$ cat src/rtl/ea_sequencer.sv
// rtl/ea_sequencer.sv - LC-3 effective-address sequencer: decode, offset add, optional LDI/STI pointer fetch.
// Optional pointer-fetch path is built only when EA_INDIRECT_EN is defined.
module ea_sequencer (
    input  logic        Clk,
    input  logic        Reset,
    input  logic        Start,
    input  logic [15:0] IR,
    input  logic [15:0] PC,
    output logic [2:0]  BaseR_Sel,
    input  logic [15:0] BaseR,
    output logic        Mem_Req,
    output logic [15:0] Mem_Addr,
    input  logic        Mem_Rdy,
    input  logic [15:0] Mem_Data,
    output logic        Busy,
    output logic        Done,
    output logic [15:0] EA,
    output logic        Illegal
);

`ifdef EA_INDIRECT_EN
    typedef enum logic [2:0] {S_IDLE, S_DECODE, S_CALC, S_IND, S_DONE} state_t;
`else
    typedef enum logic [2:0] {S_IDLE, S_DECODE, S_CALC, S_DONE} state_t;
`endif

    typedef enum logic [2:0] {M_PC9, M_PC11, M_BASE0, M_BASE6, M_NONE} mode_t;

    state_t      state, state_d;
    mode_t       mode_q, mode_d;
    logic        ind_q, ind_d;
    logic [15:0] ir_q, pc_q;
    logic [15:0] sum_d;
    logic        illegal_d;
    logic [15:0] ea_q;
    logic        illegal_q;
    logic [15:0] sext9, sext11, sext6;

    assign sext9  = {{7{ir_q[8]}},  ir_q[8:0]};
    assign sext11 = {{5{ir_q[10]}}, ir_q[10:0]};
    assign sext6  = {{10{ir_q[5]}}, ir_q[5:0]};

    // Opcode classification; LDI/STI share the PC-relative form and add the fetch flag.
    always_comb begin
        mode_d = M_NONE;
        ind_d  = 1'b0;
        case (ir_q[15:12])
            4'b0000, 4'b0010, 4'b0011, 4'b1110: mode_d = M_PC9;
            4'b1010, 4'b1011: begin
`ifdef EA_INDIRECT_EN
                mode_d = M_PC9;
                ind_d  = 1'b1;
`else
                mode_d = M_NONE;
`endif
            end
            4'b0100:          mode_d = ir_q[11] ? M_PC11 : M_BASE0;
            4'b1100:          mode_d = M_BASE0;
            4'b0110, 4'b0111: mode_d = M_BASE6;
            default:          mode_d = M_NONE;
        endcase
    end

    always_comb begin
        sum_d     = 16'h0000;
        illegal_d = 1'b0;
        case (mode_q)
            M_PC9:   sum_d = pc_q + sext9;
            M_PC11:  sum_d = pc_q + sext11;
            M_BASE0: sum_d = BaseR;
            M_BASE6: sum_d = BaseR + sext6;
            default: illegal_d = 1'b1;
        endcase
    end

    always_comb begin
        state_d = state;
        case (state)
            S_IDLE:   if (Start) state_d = S_DECODE;
            S_DECODE: state_d = S_CALC;
`ifdef EA_INDIRECT_EN
            S_CALC:   state_d = ind_q ? S_IND : S_DONE;
            S_IND:    if (Mem_Rdy) state_d = S_DONE;
`else
            S_CALC:   state_d = S_DONE;
`endif
            S_DONE:   state_d = S_IDLE;
            default:  state_d = S_IDLE;
        endcase
    end

`ifdef EA_INDIRECT_EN
    logic [15:0] sum_q;

    always_ff @(posedge Clk) begin
        if (Reset)
            sum_q <= 16'h0000;
        else if (state == S_CALC)
            sum_q <= sum_d;
    end

    assign Mem_Req  = (state == S_IND);
    assign Mem_Addr = (state == S_IND) ? sum_q : 16'h0000;
`else
    logic unused_mem;
    assign unused_mem = ^{Mem_Rdy, Mem_Data};
    assign Mem_Req    = 1'b0;
    assign Mem_Addr   = 16'h0000;
`endif

    always_ff @(posedge Clk) begin
        if (Reset) begin
            state     <= S_IDLE;
            ir_q      <= 16'h0000;
            pc_q      <= 16'h0000;
            mode_q    <= M_NONE;
            ind_q     <= 1'b0;
            ea_q      <= 16'h0000;
            illegal_q <= 1'b0;
        end else begin
            state <= state_d;
            case (state)
                S_IDLE: begin
                    if (Start) begin
                        ir_q <= IR;
                        pc_q <= PC;
                    end
                end
                S_DECODE: begin
                    mode_q <= mode_d;
                    ind_q  <= ind_d;
                end
                S_CALC: begin
                    // Direct modes publish the result on entry to DONE so EA is valid with Done.
                    if (!ind_q) begin
                        ea_q      <= sum_d;
                        illegal_q <= illegal_d;
                    end
                end
`ifdef EA_INDIRECT_EN
                S_IND: begin
                    if (Mem_Rdy) begin
                        ea_q      <= Mem_Data;
                        illegal_q <= 1'b0;
                    end
                end
`endif
                default: ;
            endcase
        end
    end

    assign BaseR_Sel = ir_q[8:6];
    assign Busy      = (state != S_IDLE);
    assign Done      = (state == S_DONE);
    assign EA        = ea_q;
    assign Illegal   = illegal_q;

endmodule

$ cat config.mk
export PLATFORM = sky130hd
export DESIGN_NAME = ea_sequencer
export DESIGN_NICKNAME = d
export VERILOG_FILES = /design/src/rtl/ea_sequencer.sv
export SDC_FILE = /design/constraint.sdc
export NUM_CORES = 1
export LEC_CHECK = 0
export ABC_AREA = 1
export BUFFER_PORTS_ARGS = -buffer_cell sky130_fd_sc_hd__buf_2
export CAP_MARGIN = 20
export CORE_ASPECT_RATIO = 1.1
export CORE_MARGIN = 1.5
export CORE_UTILIZATION = 51
export CTS_BUF_LIST = sky130_fd_sc_hd__clkbuf_4
export DETAILED_ROUTE_END_ITERATION = 10
export GPL_ROUTABILITY_DRIVEN = 0
export GPL_TIMING_DRIVEN = 0
export PLACE_DENSITY = 0.8
export SLEW_MARGIN = 20
export SYNTH_ARGS = -nofsm -noshare
export SYNTH_HDL_FRONTEND = slang
export SYNTH_SLANG_ARGS = --single-unit
$ cat constraint.sdc
create_clock -name Clk -period 2.1 [get_ports Clk]
set_input_delay 0.42 -clock Clk [delete_from_list [all_inputs] [get_ports Clk]]
set_output_delay 0.42 -clock Clk [all_outputs]
set_load 0.02 [all_outputs]
==> impl_results.md <==
- VDD IR max: 614.4 uV
- CTS Hold Bufs: 0
- EDFF count, synth: 0
- RR Endpoint: EA[15]
- Asr flop ratio synth: 0%
- Synth top area cells: dfxtp_1 (25%), nand2_1 (18%), ha_1 (11%)
- Slowest stage delay, CP: 0.38 ns
- Worst-path clk slew: between 0.15 and 0.2 ns
- Synthesized netlist cell count: around 700
- Per-cell routed wire length: approximately 12 um
- Worst hold path class: input port to flip-flop
- Final setup margin: -0.08256 ns
- 1st-iter DRT viols: slightly above 200
- Final setup viols: 5
- Slew Viols, Final: 0
- Top-area cell type share of the netlist area: 24.87%
- Violations in the final reports: negative setup slack
- DIE AREA: around 9100 um2
- Top cells by count, synth: nand2_1 (214), inv_1 (88), nor2_1 (75), dfxtp_1 (54), nand3_1 (54)
- Pwr dens: between 900 and 1000 nW/um2
- Met1 wire length: 4771 um
- Hold path startpoint: IR[13]
- Met3 WL: 599 um
- Final Hold Viols: 0
- Die Y-Extent: approximately 100 um
- Clock Path Buffers: 2
- Reg-to-reg slack, setup: -0.08 ns
- Worst setup startpoint: mode_q[2]
- Kind of end point of the critical path: flip-flop
- Initial antenna violation count: 0
- Worst slew margin: approximately three fifths
- Top-count cell post-synth: nand2_1
- Starting Density: 52.24%
- Critical path's top delay family: simple AND/OR/NAND/NOR gates
- Post-DP HPWL: between 8000 and 9000 um
- Largest net degree at the start of global routing: 17
- Number of antenna-violating nets in the routed design: 0
- CP Data Arrival Time: approximately 2.5 ns
- Via count: around 4,700
- First-pass DRT Iterations: 5
- Total core area: roughly 8300 um2
- CTS H-tree depth: 2
- Global-route wire length before repair: around 18,000 um
- Worst Skew: 0.01352 ns
- Setup_tns: -0.2475 ns
- Clk Tree Root Cell: clkbuf_4
- Status: finished, violations left
- Largest area contributor in the netlist: dfxtp_1
- Hold WS: 0.2682 ns
- Overall power: around 5.2 mW
- Layout net count: 910
- #FFs+latches synth: 54
- Overall routed net length: between 10,000 and 15,000 um
- Synth warn: 0
- Most used cell, CP: nand2_2
- Fmax: 0.4582 GHz
- Hold Path End: ir_q[13]
- Leak: between 2 and 3 nW
- Worst Reg-to-Reg Cells: 15
- Critical Path Stages: 15
- R2r startpoint: mode_q[2]
- Total length of routed met2 wires: 5614 um
- Max cap viols: 0
- Least-Margin Pin Slew: approximately 0.58 ns
- Number of global-route vias before repair: ~4,400
- Post-layout util: a little under two thirds
- CP cell instances: inv_4 > nand4_1 > nand2_2 > clkinv_4 > ha_4 > nand2_4 > inv_4 > nand2_1 > nand2_2 > a21oi_2 > nand3_1 > nand3_2 > nand3_2 > nand2_2 > a21oi_2
- Primary FF master, synth: dfxtp_1
- Final period util: 103.9%
- Synth Area per Inst: about 6.2 um2
- CP Buf/Inv Count: 3
- TritonCTS buffer count: 5
- Syn Std Cell Area: around 4300 um2
- Rows: 35
- Worst Hold Depth: 3
- DR DRC count: 0
- RSZ-0062 raised after global routing: yes
- Slowest cell on the critical path: dfxtp_4
- DR vias/cell: about 5.1
- Total track usage: around 25%
- CP max FO: 7
- Die Span X: roughly 91 um
- Io pins: 107
- Sequential-to-total area share from yosys stat: between 20% and 30%
- Crit path required time: 2.37 ns
- Gr ovfl total: 0
- Layout area overhead: 21.96%
- CP Class: flip-flop to flip-flop
- Buffers on Ports: 72
- CP startpoint kind: flip-flop
- CTS tree: built
- Synth cell types: 39
- Final worst path period need: ~2.2 ns
- Top Metal Used: met4
- Clock Sinks: 54
- Layout cells sized above 1: between 20% and 30%
- Worst-Skew Late Latency: just under 0.4 ns
- # diodes: 0
[state kept, by name (all words and copies together) (netlist names)]
signal and flops:
ir_q 16, state 2, mode_q 3, Illegal 1, pc_q 16, EA 16
[through the flow]
stage / cell area, um2 / setup slack (ns) / instances
final: 5301 / -0.08256 / 915
after global routing: 5301 / -0.2128 / 915
after CTS: 5144 / -0.02223 / 915
after detailed placement: 4906 / -0.3098 / 902
after global placement: 4906 / -0.2578 / 902
after floorplan: 4407 / 0.09169 / 719
[cells in the final DEF, fill, tap and decap left out, types with 3 or more instances in the layout]
cell      synthesis  final
ha_4              0      8
nand2_2           4     13
nand2_4           1      5
o21ai_1           3      3
a21oi_2           6     10
inv_2             7      9
conb_1            1     17
nand3_1          54     44
nor3_1            6      4
inv_1            88     83
nand4_1           5      5
buf_2             3     75
buf_4            20     25
nor2_1           75     74
a21oi_1          39     35
nand2_1         214    201
o21ai_0          39     38
ha_1             37     29
nand3b_1          6      6
clkbuf_4          0      6
or2_2             3      3
dfxtp_1          54     49
clkbuf_1         12     12
nand3_2           4     13
dfxtp_4           0      3
[worst max path at each step]
stage          slack [ns]     end
3_3_place_gp        -0.26  EA[13]
6_report            -0.08  EA[15]
3_5_place_dp        -0.31  EA[13]
5_1_grt             -0.21  EA[15]
4_1_cts             -0.02  EA[13]
2_1_floorplan        0.09  EA[13]
[metal layers]
metal | global-route usage (%) | up-vias
li1 | - | 2402
met1 | 27.51 | 2101
met2 | 45.29 | 154
met3 | 3.636 | 28
met4 | 12.14 | 0
met5 | 0 | -
[cells by family (layout without fill, tap and decap cells)]
logic type	Yosys count	in the layout	synth area share [%]
AND/OR/NAND/NOR	379	379	37.22
buffers and inverters	134	219	13.73
AO/OA/AOI/OAI	94	94	12.12
flip-flops	54	54	24.87
adder cells (fa/ha/maj)	39	39	11.57
XOR/XNOR	2	2	0.4031
other	1	17	0.08627
[repair_timing]
item / CTS / global route
gates resized for setup: 26 / 41
setup endpoints to repair: 8 / 10
pin swaps: 6 / 14
hold endpoints to repair: 0 / 0
buffers inserted: 5 / 0
[worst reg2reg max path: cells and delay by family (launching register included)]
kind	cells	cell delay, ns
compound gates	2	0.19
simple gates	9	0.95
fa+ha+maj	1	0.29
buf+inv	3	0.25
flops	1	0.38
[power breakdown]
part	switching (mW)	internal, mW	leakage, nW	total (mW)
clock network	0.343	0.264	0.0419	0.607
registers	0.232	1.27	0.445	1.50
logic	1.93	1.16	2.33	3.09
total	2.51	2.69	2.82	5.20
[final cells by class]
cell class	instances	area [um2]
Timing Repair Buffer	77	397.9
Clock buffer	6	45.04
Fill cell	794	3019
Inverter	97	374.1
Tap cell	111	138.9
Multi-Input combinational cell	531	2980
Buffer	37	232.7
Sequential cell	54	1095
Clock inverter	2	37.54
Note: power is estimated with default switching activity, not from simulation.
